**src/rtl/mips_hazard_pkg.sv**
```systemverilog
// Shared definitions for the forwarding/hazard controller: mux select codes,
// register-address width and the shadow pipeline tag entry.
package mips_hazard_pkg;

    localparam int REG_AW_DEF = 5;

    localparam logic [1:0] FWD_REGFILE = 2'b00;
    localparam logic [1:0] FWD_WB      = 2'b01;
    localparam logic [1:0] FWD_MEM     = 2'b10;

    typedef struct packed {
        logic                  valid;
        logic [REG_AW_DEF-1:0] dst;
        logic                  regwrite;
        logic                  memread;
    } tag_t;

    localparam int TAG_W = $bits(tag_t);

    // A producer entry supplies src only if it really writes a non-zero register.
    function automatic logic f_match(input logic use_i, input logic [REG_AW_DEF-1:0] src,
                                     input tag_t e);
        return use_i && e.valid && e.regwrite && (e.dst == src) && (src != '0);
    endfunction

endpackage

```
**src/rtl/fwd_hazard_ctrl_pipe_tag_stage.sv**
```systemverilog
// One shadow pipeline tag register with load, bubble, hold and sync reset.
module pipe_tag_stage
    import mips_hazard_pkg::*;
(
    input  logic clk,
    input  logic rst_n,
    input  logic i_hold,
    input  logic i_bubble,
    input  tag_t i_d,
    output tag_t o_q
);

    tag_t r_q;

    always_ff @(posedge clk) begin
        if (!rst_n)
            r_q <= '0;
        else if (!i_hold)
            r_q <= i_bubble ? '0 : i_d;
    end

    assign o_q = r_q;

endmodule

```
**src/rtl/fwd_hazard_ctrl.sv**
```systemverilog
// Forwarding / load-use hazard controller for the 5-stage MIPS-lite pipeline.
// Optional stall counter enabled by defining HAZ_STALL_CNT_EN.
module fwd_hazard_ctrl
    import mips_hazard_pkg::*;
#(
    parameter int REG_AW = REG_AW_DEF,
    parameter int CNT_W  = 32
) (
    input  logic              clk,
    input  logic              rst_n,
    input  logic              pipe_hold,
    input  logic              flush,
    input  logic              id_valid,
    input  logic [REG_AW-1:0] id_rs,
    input  logic [REG_AW-1:0] id_rt,
    input  logic              id_use_rs,
    input  logic              id_use_rt,
    input  logic [REG_AW-1:0] id_dst,
    input  logic              id_regwrite,
    input  logic              id_memread,
    output logic              stall,
    output logic [1:0]        fwd_a_sel,
    output logic [1:0]        fwd_b_sel,
    output logic [CNT_W-1:0]  stall_count
);

    tag_t       w_id_tag, w_ex_tag, w_mem_tag, w_wb_tag;
    logic       w_stall, w_id_bubble;
    logic [1:0] w_a_nxt, w_b_nxt;
    logic [1:0] r_fwd_a_sel, r_fwd_b_sel;

    assign w_id_tag = '{valid: id_valid, dst: id_dst, regwrite: id_regwrite, memread: id_memread};

    // Load in EX feeding the instruction in ID; flush kills the consumer so it wins.
    assign w_stall = id_valid && !flush && w_ex_tag.valid && w_ex_tag.memread &&
                     (f_match(id_use_rs, id_rs, w_ex_tag) || f_match(id_use_rt, id_rt, w_ex_tag));
    assign w_id_bubble = w_stall || flush || !id_valid;

    pipe_tag_stage u_ex  (.clk(clk), .rst_n(rst_n), .i_hold(pipe_hold), .i_bubble(w_id_bubble),
                          .i_d(w_id_tag),  .o_q(w_ex_tag));
    pipe_tag_stage u_mem (.clk(clk), .rst_n(rst_n), .i_hold(pipe_hold), .i_bubble(1'b0),
                          .i_d(w_ex_tag),  .o_q(w_mem_tag));
    pipe_tag_stage u_wb  (.clk(clk), .rst_n(rst_n), .i_hold(pipe_hold), .i_bubble(1'b0),
                          .i_d(w_mem_tag), .o_q(w_wb_tag));

    // Current EX becomes next MEM, current MEM becomes next WB; nearer producer wins.
    always_comb begin
        w_a_nxt = FWD_REGFILE;
        w_b_nxt = FWD_REGFILE;
        if (!w_id_bubble) begin
            if (f_match(id_use_rs, id_rs, w_ex_tag))       w_a_nxt = FWD_MEM;
            else if (f_match(id_use_rs, id_rs, w_mem_tag)) w_a_nxt = FWD_WB;
            if (f_match(id_use_rt, id_rt, w_ex_tag))       w_b_nxt = FWD_MEM;
            else if (f_match(id_use_rt, id_rt, w_mem_tag)) w_b_nxt = FWD_WB;
        end
    end

    always_ff @(posedge clk) begin
        if (!rst_n) begin
            r_fwd_a_sel <= FWD_REGFILE;
            r_fwd_b_sel <= FWD_REGFILE;
        end else if (!pipe_hold) begin
            r_fwd_a_sel <= w_a_nxt;
            r_fwd_b_sel <= w_b_nxt;
        end
    end

    assign stall     = w_stall;
    assign fwd_a_sel = r_fwd_a_sel;
    assign fwd_b_sel = r_fwd_b_sel;

`ifdef HAZ_STALL_CNT_EN
    localparam logic [CNT_W-1:0] CNT_ONE = {{(CNT_W-1){1'b0}}, 1'b1};
    logic [CNT_W-1:0] r_stall_cnt;

    always_ff @(posedge clk) begin
        if (!rst_n)
            r_stall_cnt <= '0;
        else if (w_stall && !pipe_hold && (r_stall_cnt != '1))
            r_stall_cnt <= r_stall_cnt + CNT_ONE;
    end

    assign stall_count = r_stall_cnt;
`else
    assign stall_count = '0;
`endif

endmodule
```
**config.mk**
```make
export PLATFORM = sky130hd
export DESIGN_NAME = fwd_hazard_ctrl
export DESIGN_NICKNAME = d
export VERILOG_FILES = /design/src/rtl/mips_hazard_pkg.sv /design/src/rtl/fwd_hazard_ctrl_pipe_tag_stage.sv /design/src/rtl/fwd_hazard_ctrl.sv
export SDC_FILE = /design/constraint.sdc
export NUM_CORES = 1
export LEC_CHECK = 0
export CAP_MARGIN = 0
export CORE_ASPECT_RATIO = 0.6
export CORE_MARGIN = 3
export CORE_UTILIZATION = 43
export DETAILED_ROUTE_END_ITERATION = 10
export PLACE_DENSITY = 0.85
export REMOVE_ABC_BUFFERS = 1
export SETUP_SLACK_MARGIN = 0.3
export SLEW_MARGIN = 20
export SYNTH_ARGS = -nofsm -noshare
export SYNTH_HDL_FRONTEND = slang
export SYNTH_SLANG_ARGS = --single-unit
```
**constraint.sdc**
```tcl
create_clock -name clk -period 4.4 [get_ports clk]
set_clock_uncertainty 0.1 [all_clocks]
set_input_delay 1.1 -clock clk [delete_from_list [all_inputs] [get_ports clk]]
set_output_delay 1.1 -clock clk [all_outputs]
set_load 0.01 [all_outputs]
```
; ---- Yosys cells after proc, flatten, opt, wreduce, memory -nomap -nowiden
; Cells that the tools add are included.
[word_totals]
reg_bits = 19
latchBits = 0
ram_bits = 0
mem_bits_ro = 0
in_bits = 24
output_inout_bits = 37
elab_cells = 47
memories = 0
[classes]
n_addsub = 0
n_mul = 0
div = 0
order_cmp = 0
eq_ne = 4
shift = 0
mux = 7
bitwise_logic = 0
n_reduce_logical = 27
[ops]
columns = op, n
row1 = equality test 5 bit, 4
row2 = logical AND 1 bit, 20
row3 = nonzero test 5 bit, 2
row4 = 2-to-1 mux 2 bit, 4
row5 = 2-to-1 mux 8 bit, 1
row6 = logical OR 1 bit, 3
row7 = zero test 1 bit, 2
row8 = 2-to-1 mux 1 bit, 2

; ---- Depth between registers and ports, before layout
[depth]
ltp_word = 9
depth_mapped = 7
ltp_nobuf = 5

; ---- Modules after synthesis
; A second synthesis with hierarchy kept.
[hier_totals]
hier_cells = 163
hier_area_um2 = 1331.3
[by_module_without_submodules]
columns = module, instances, cells_each, area_each_um2, seq_area_each_um2
row1 = fwd_hazard_ctrl, 1, 95, 718.2, 80.1
row2 = pipe_tag_stage, 2, 34, 306.5, 160.2

; ---- Least setup slack after synthesis
; No wires, ideal clock.
[synth_path]
path_type = input to output
from = input port id_rs[2]
to = output port stall
arrival_ns = 2.239
slack_ns = 0.961
path_stages = 6
path_buffers = 1
path_cell_list = xnor2_1 nand4_1 or3_4 a21o_1 buf_6 nor3b_2
[synth_via]
elab_chain_len = 5
[synth_rtl]
columns = element, line
row1 = start: declaration, fwd_hazard_ctrl.sv:14  ; input logic [REG_AW-1:0] id_rs,
row2 = equality test 5 bit, mips_hazard_pkg.sv:23  ; return use_i && e.valid && e.regwrite && (e.dst == src) && (src != '0);
row3 = logical AND 1 bit, mips_hazard_pkg.sv:23
row4 = logical AND 1 bit *, mips_hazard_pkg.sv:23
row5 = logical OR 1 bit *, fwd_hazard_ctrl.sv:36  ; (f_match(id_use_rs, id_rs, w_ex_tag) || f_match(id_use_rt, id_rt, w_ex_tag));
row6 = logical AND 1 bit *, fwd_hazard_ctrl.sv:35  ; assign w_stall = id_valid && !flush && w_ex_tag.valid && w_ex_tag.memread &&
row7 = end: declaration, fwd_hazard_ctrl.sv:21  ; output logic stall,
; Mark *: on every way between the ends. The rest lies on a longest branch, timed or not.

; ---- Final worst setup path
[layout_path]
from = input port id_rt[0]
to = output port stall
[layout_via]
elab_chain_len = 5
[layout_rtl]
columns = element, line
row1 = start: declaration, fwd_hazard_ctrl.sv:15  ; input logic [REG_AW-1:0] id_rt,
row2 = equality test 5 bit, mips_hazard_pkg.sv:23
row3 = logical AND 1 bit, mips_hazard_pkg.sv:23
row4 = logical AND 1 bit *, mips_hazard_pkg.sv:23
row5 = logical OR 1 bit *, fwd_hazard_ctrl.sv:36
row6 = logical AND 1 bit *, fwd_hazard_ctrl.sv:35
; Marks and branches as above.

==> impl_results.md <==
- Max-Cap Viols: 0
- Final hold vios: 0
- Yosys top cell area share: approximately 31%
- CP Data Required Time: 3.20 ns
- Port Buf Inserts: 28
- Highest routed layer: met4
- Worst Hold Path Cells: 2
- Cell Rows: 14
- Core area: 2610 sq um
- Post-synthesis sequential area ratio: between 30 and 40%
- GP Congestion: 0.920
- YS warnings: 0
- Setup repair after global routing missed its margin: false
- DRT antenna net count: 0
- CTS buffer count: 3
- Global-route wire length before repair: 4340 microns
- CTS Root Cell: clkbuf_8
- Util after Layout: 58.1%
- Commonest non-fill, non-tap cell in the layout: conb_1
- Share of post-route cells with drive strength above 1: about 14%
- #FFs+latches synth: 19
- Pre-antenna DRT Iters: 4
- Sequential Area: roughly 380 sq um
- Starting Density: about 47%
- Area of the multi-input gates: a little under 700 sq um
- CP Class: input port to output pin
- TritonCTS Sinks: 19
- Final period utilization: 90.8%
- P_leak: approximately 0.6 nW
- Post-CTS Resized: 11
- Post-synth top area cell: dfxtp_1
- Clock Pin Slew Worst Setup and Hold Paths: 0.07 ns
- Largest net degree at the start of global routing: 13
- Cells after Synth: 129
- Max Root-Sink Buffers: 2
- Met3 routed WL: around 230 microns
- Synth cell types: 25
- Worst Hold Class: register to register
- H-tree depth: 1
- Drt drc: 0
- Worst-skew pair later-pin latency: roughly 0.26 ns
- Setup bufs post-CTS: 0
- Area of the die: between 3000 and 4000 sq um
- Fill cell count: between 200 and 250
- Synth-to-layout area growth: 23.7%
- Horiz. Die Dim: about 75 microns
- WL/cell: 14.4 microns
- WL final: approximately 2900 microns
- GRT Residual Overflow: 0
- Met1 Wirelength: approximately 1200 microns
- Final setup viols: 0
- HPWL after DPL: between 2000 and 2500 microns
- Worst setup SP type: input port
- Die height: ~47 microns
- Critical Path Fanout Max: 3
- Vias in the first global route: between 900 and 1000
- Via-to-Cell Ratio: around 4.9
- Crit path arrival time: ~2.8 ns
- Tot GR Track Use: approximately 17%
- R2R cell count: 6
- Vias: 977
- Post-Syn Area per Cell: about 9.5 sq um
- Crit end category: output pin
- Post-Syn Area: 1220 sq um
- Status: finished, final reports clean
- Cell area power density: 246 nW/um^2
- Max Slew Vio Count: 0
- Achievable frequency: approximately 250 MHz
- Starting DRT DRC Count: 50
- Worst slew pin tran: 0.518 ns
- Most frequent cells in the layout: 32 x conb_1, 22 x clkdlybuf4s50_1, 19 x dfxtp_1
- CTS tree: done
- VDD IR-drop max: 155 uV
- Final nets: ~190
- Initial antenna violation count: 0
- DR WL met2: around 1400 microns
- Synth area leaders: dfxtp_1 31%, buf_4 20%, xnor2_1 11%, a32o_1 5.7%, mux2i_1 5.7%
- Max_slew headroom: between 60% and 70%
- Min Tclk post-route: ~4 ns
- Diode count: 0
- Hold_buf cts: 0
- I/O pin count: 61
- Total power: between 0.0003 and 0.0004 W
## Yosys cell counts
library cell   n
nand2_1        6
nor3b_2        1
or3_4          2
conb_1         1
nor2b_1        7
o21ai_1        2
and2_1         1
mux2i_1        7
or4_1          2
nand3_1        5
a32o_1         7
o21ai_2        2
nor4_1         2
buf_6          2
clkbuf_1       1
dfxtp_1       19
o21ai_0        2
xor2_1         4
a21o_1         1
nor4bb_1       1
nand4_1        2
a22o_1         1
xnor2_1       16
buf_4         33
o211ai_1       2
## registers in the layout, indices dropped and copies added, names as in the netlist
signal,cells
u_ex.o_q,8
fwd_a_sel,2
u_mem.o_q,7
fwd_b_sel,2
## path summary, 6_finish.rpt
path                  end  slack [ns]         start
max reg2reg   u_ex.o_q[1]        2.46   u_ex.o_q[5]
min          fwd_a_sel[0]        0.36  fwd_a_sel[0]
max                 stall        0.40      id_rt[0]
min reg2reg  fwd_a_sel[0]        0.36  fwd_a_sel[0]
## critical path, cell delays in order
cell             delay [ns]
clkdlybuf4s50_1        0.53
xnor2_1                0.14
nand4_1                0.11
or3_4                  0.38
a21o_1                 0.22
nor3b_2                0.18
buf_2                  0.15
## per-stage QoR
stage / hold WS (ns) / setup slack (ns) / setup TNS (ns) / instance area (sq um) / cells
3_3_place_gp: 0.344 / -0.0250 / -0.0250 / 1470 / 195
5_1_grt: 0.380 / 0.315 / 0 / 1520 / 199
3_5_place_dp: 0.354 / -0.0503 / -0.0503 / 1470 / 195
2_1_floorplan: 0.342 / 0.975 / 0 / 1070 / 124
6_report: 0.363 / 0.404 / 0 / 1520 / 199
4_1_cts: 0.367 / 0.390 / 0 / 1520 / 199
## where the power goes
| part | internal [W] | leakage, nW | switching [W] |
|---|---|---|---|
| Sequential | 0.000175 | 0.154 | 0.00000367 |
| Clock | 0.0000640 | 0.0217 | 0.0000617 |
| Combinational | 0.0000350 | 0.421 | 0.0000339 |
| Total | 0.000274 | 0.596 | 0.0000994 |
## layout make-up
class	count	area share (%)
multi-input combinational	105	45.8
sequential	19	25.1
timing repair buffer	39	23.2
clock buffer	3	2.73
tap	32	2.64
clock inverter	1	0.495
## logic make-up (layout without fill, tap and decap cells)
| group | Yosys count | after routing | share of synthesized area [%] |
|---|---|---|---|
| AOI/OAI and AO/OA | 17 | 17 | 11.3 |
| xor gates and xnor gates | 20 | 20 | 14.3 |
| buffers and inverters | 36 | 43 | 22.4 |
| muxes | 7 | 7 | 5.72 |
| other | 1 | 32 | 0.306 |
| DFF | 19 | 19 | 31.1 |
| and+or+nand+nor | 29 | 29 | 14.9 |
## routing by layer
layer	vias to the layer above	global-route usage [%]
li1	462	-
met1	465	20.2
met2	44	29.6
met3	6	5.34
met4	0	5.67
met5	-	0
Power figures use the tool's default switching activity.
==> variant, RTL diff (same settings) <==
The option `HAZ_STALL_CNT_EN` is turned on by a define.
--- a/src/rtl/fwd_hazard_ctrl.sv
+++ b/src/rtl/fwd_hazard_ctrl.sv
@@ -1,5 +1,7 @@
 // Forwarding / load-use hazard controller for the 5-stage MIPS-lite pipeline.
 // Optional stall counter enabled by defining HAZ_STALL_CNT_EN.
+`define HAZ_STALL_CNT_EN
+
 module fwd_hazard_ctrl
     import mips_hazard_pkg::*;
 #(
Check against the original RTL: not equivalent (Yosys sat finds a counterexample within 4 cycles, from zero or initial values and one cycle with rst_n low).
==> variant against the unedited design <==
- final area grew 120%
- setup slack worse by 34 ps
- combinational power is 10% lower
- sequential cell count is 32 higher
- routed wire length increased by 130%
- area after synthesis up 120%
- total power increased by 110%
- sequential share of layout area up 4.9 points
- largest cell class unchanged
==> variant: results (changes against the unedited design) <==
status: "completed"
ys_top_cells_by_count: "51 x dfxtp_1, 29 x nand2_1, 21 x a21oi_1, 21 x nand3_1"
antennaDiodeCount: 0  # unchanged
cts_made_buffers: 5  # +2
synthTopCellsByArea: "dfxtp_1 38%, mux2i_1 6.8%, o31ai_1 5.6%"
cp_max_fo: 4  # +1
portBuffers: 60  # +110%
routed-wl-met2_um: 2910  # +110%
crit_slowest_cell: "or4_4"
worstPathArrival_ps: 2830  # +30 ps
wl_um: 6730  # +130%
slew_headroom_pct: 35.5  # -30 points
seq_area_frac_synth_pct: 38.3  # +7.2 points
wl_met1_um: 3380  # +180%
clk_pin_slew_ps: 90  # +20 ps
antenna_found_initial: 0  # unchanged
cts_resized: 2  # -9
grt_max_degree: 54  # +41
yosysUniqueCellTypes: 39  # +56%
drt-vias-per-instance: 5.68  # +16%
p_leak_nw: 1.05  # +76%
clk_latency_ps: 300  # +40 ps
largest_reg_flops: 32  # +24
place_congestion: 0.925  # +0.64%
wl_met3_um: 370  # +59%
drt-initial-drc-count: 143  # +190%
grt_pass1_wl_um: 10900  # +150%
slowest_delay_ps: 570  # +40 ps
yosys_warnings: 0  # unchanged
grt_pass1_vias: 2197  # +140%
grtUsageTotal_pct: 19.2  # +2.2 points
irDropWorstVdd_v: 0.000130  # -16%
cp_top_family: "buffers and inverters"
fin_nets: 381  # +98%
hpwl_um: 4960  # +110%
drive_above_1_share_pct: 5.60  # -8.2 points
htreeDepth: 2  # +1
## variant: cell types whose count changed after synthesis, moves of 8 or more
cell      change
nand2b_1     +10
o31ai_1      +20
nand3_1      +16
nand2_1      +23
a21oi_1      +21
a22o_1        +8
clkbuf_1     +10
buf_4        -33
dfxtp_1      +32
mux2i_1      +11
nor2_1       +11
or4_1        +18
## variant: cells by family after synthesis
logic type      after synthesis  synth area share [%]
simple gates                134                  29.0
compound gates               58                  15.0
flops                        51                  38.3
buf+inv                      23                  4.03
xor+xnor                     20                  6.56
mux                          18                  6.75
fa+ha+maj                     1                 0.469
## variant: worst min-delay path, delay by kind of cell, from the launching register on
family | cells | cell delay, ps
and+or+nand+nor | 1 | 50
DFF | 1 | 320
AOI/OAI and AO/OA | 1 | 50
## variant: through the flow
step	worst slack, ps	instances	area [µm²]	hold WS [ps]	power (mW)
floorplan	1160	286	2580	350	0.501
global placement	70.4	429	3300	356	0.537
detailed placement	45.5	429	3300	350	0.539
CTS	350	437	3390	367	0.800
global route	315	437	3400	399	0.829
finish	370	437	3400	361	0.794
## variant: layer usage
metal,global-route usage [%],up-vias
li1,-,1248
met1,29.2,1165
met2,26.5,64
met5,0,-
met4,5.20,0
met3,4.36,7
## variant: path summary, 6_finish.rpt
kind | cells after the start | startpoint | to | slack, ps
worst max-delay path | 6 | id_rt[0] | stall | 370
worst min-delay path | 2 | fwd_b_sel[1] | fwd_b_sel[1] | 360
worst max register to register | 7 | stall_count[4] | stall_count[16] | 1790
worst min register to register | 2 | fwd_b_sel[1] | fwd_b_sel[1] | 360
## variant: power breakdown
group          internal, mW  switching [mW]  total (mW)
combinational        0.0327          0.0293      0.0620
sequential            0.464         0.00337       0.467
clock                 0.111           0.153       0.264
total                 0.608           0.186       0.794
## variant: final cells by class
type                            instances  area, µm²
Clock buffer                            6       72.6
Clock inverter                          2       12.5
Fill cell                             518       2380
Inverter                                4       15.0
Multi-Input combinational cell        231       1560
Sequential cell                        51       1020
Tap cell                               80        100
Timing Repair Buffer                   63        627
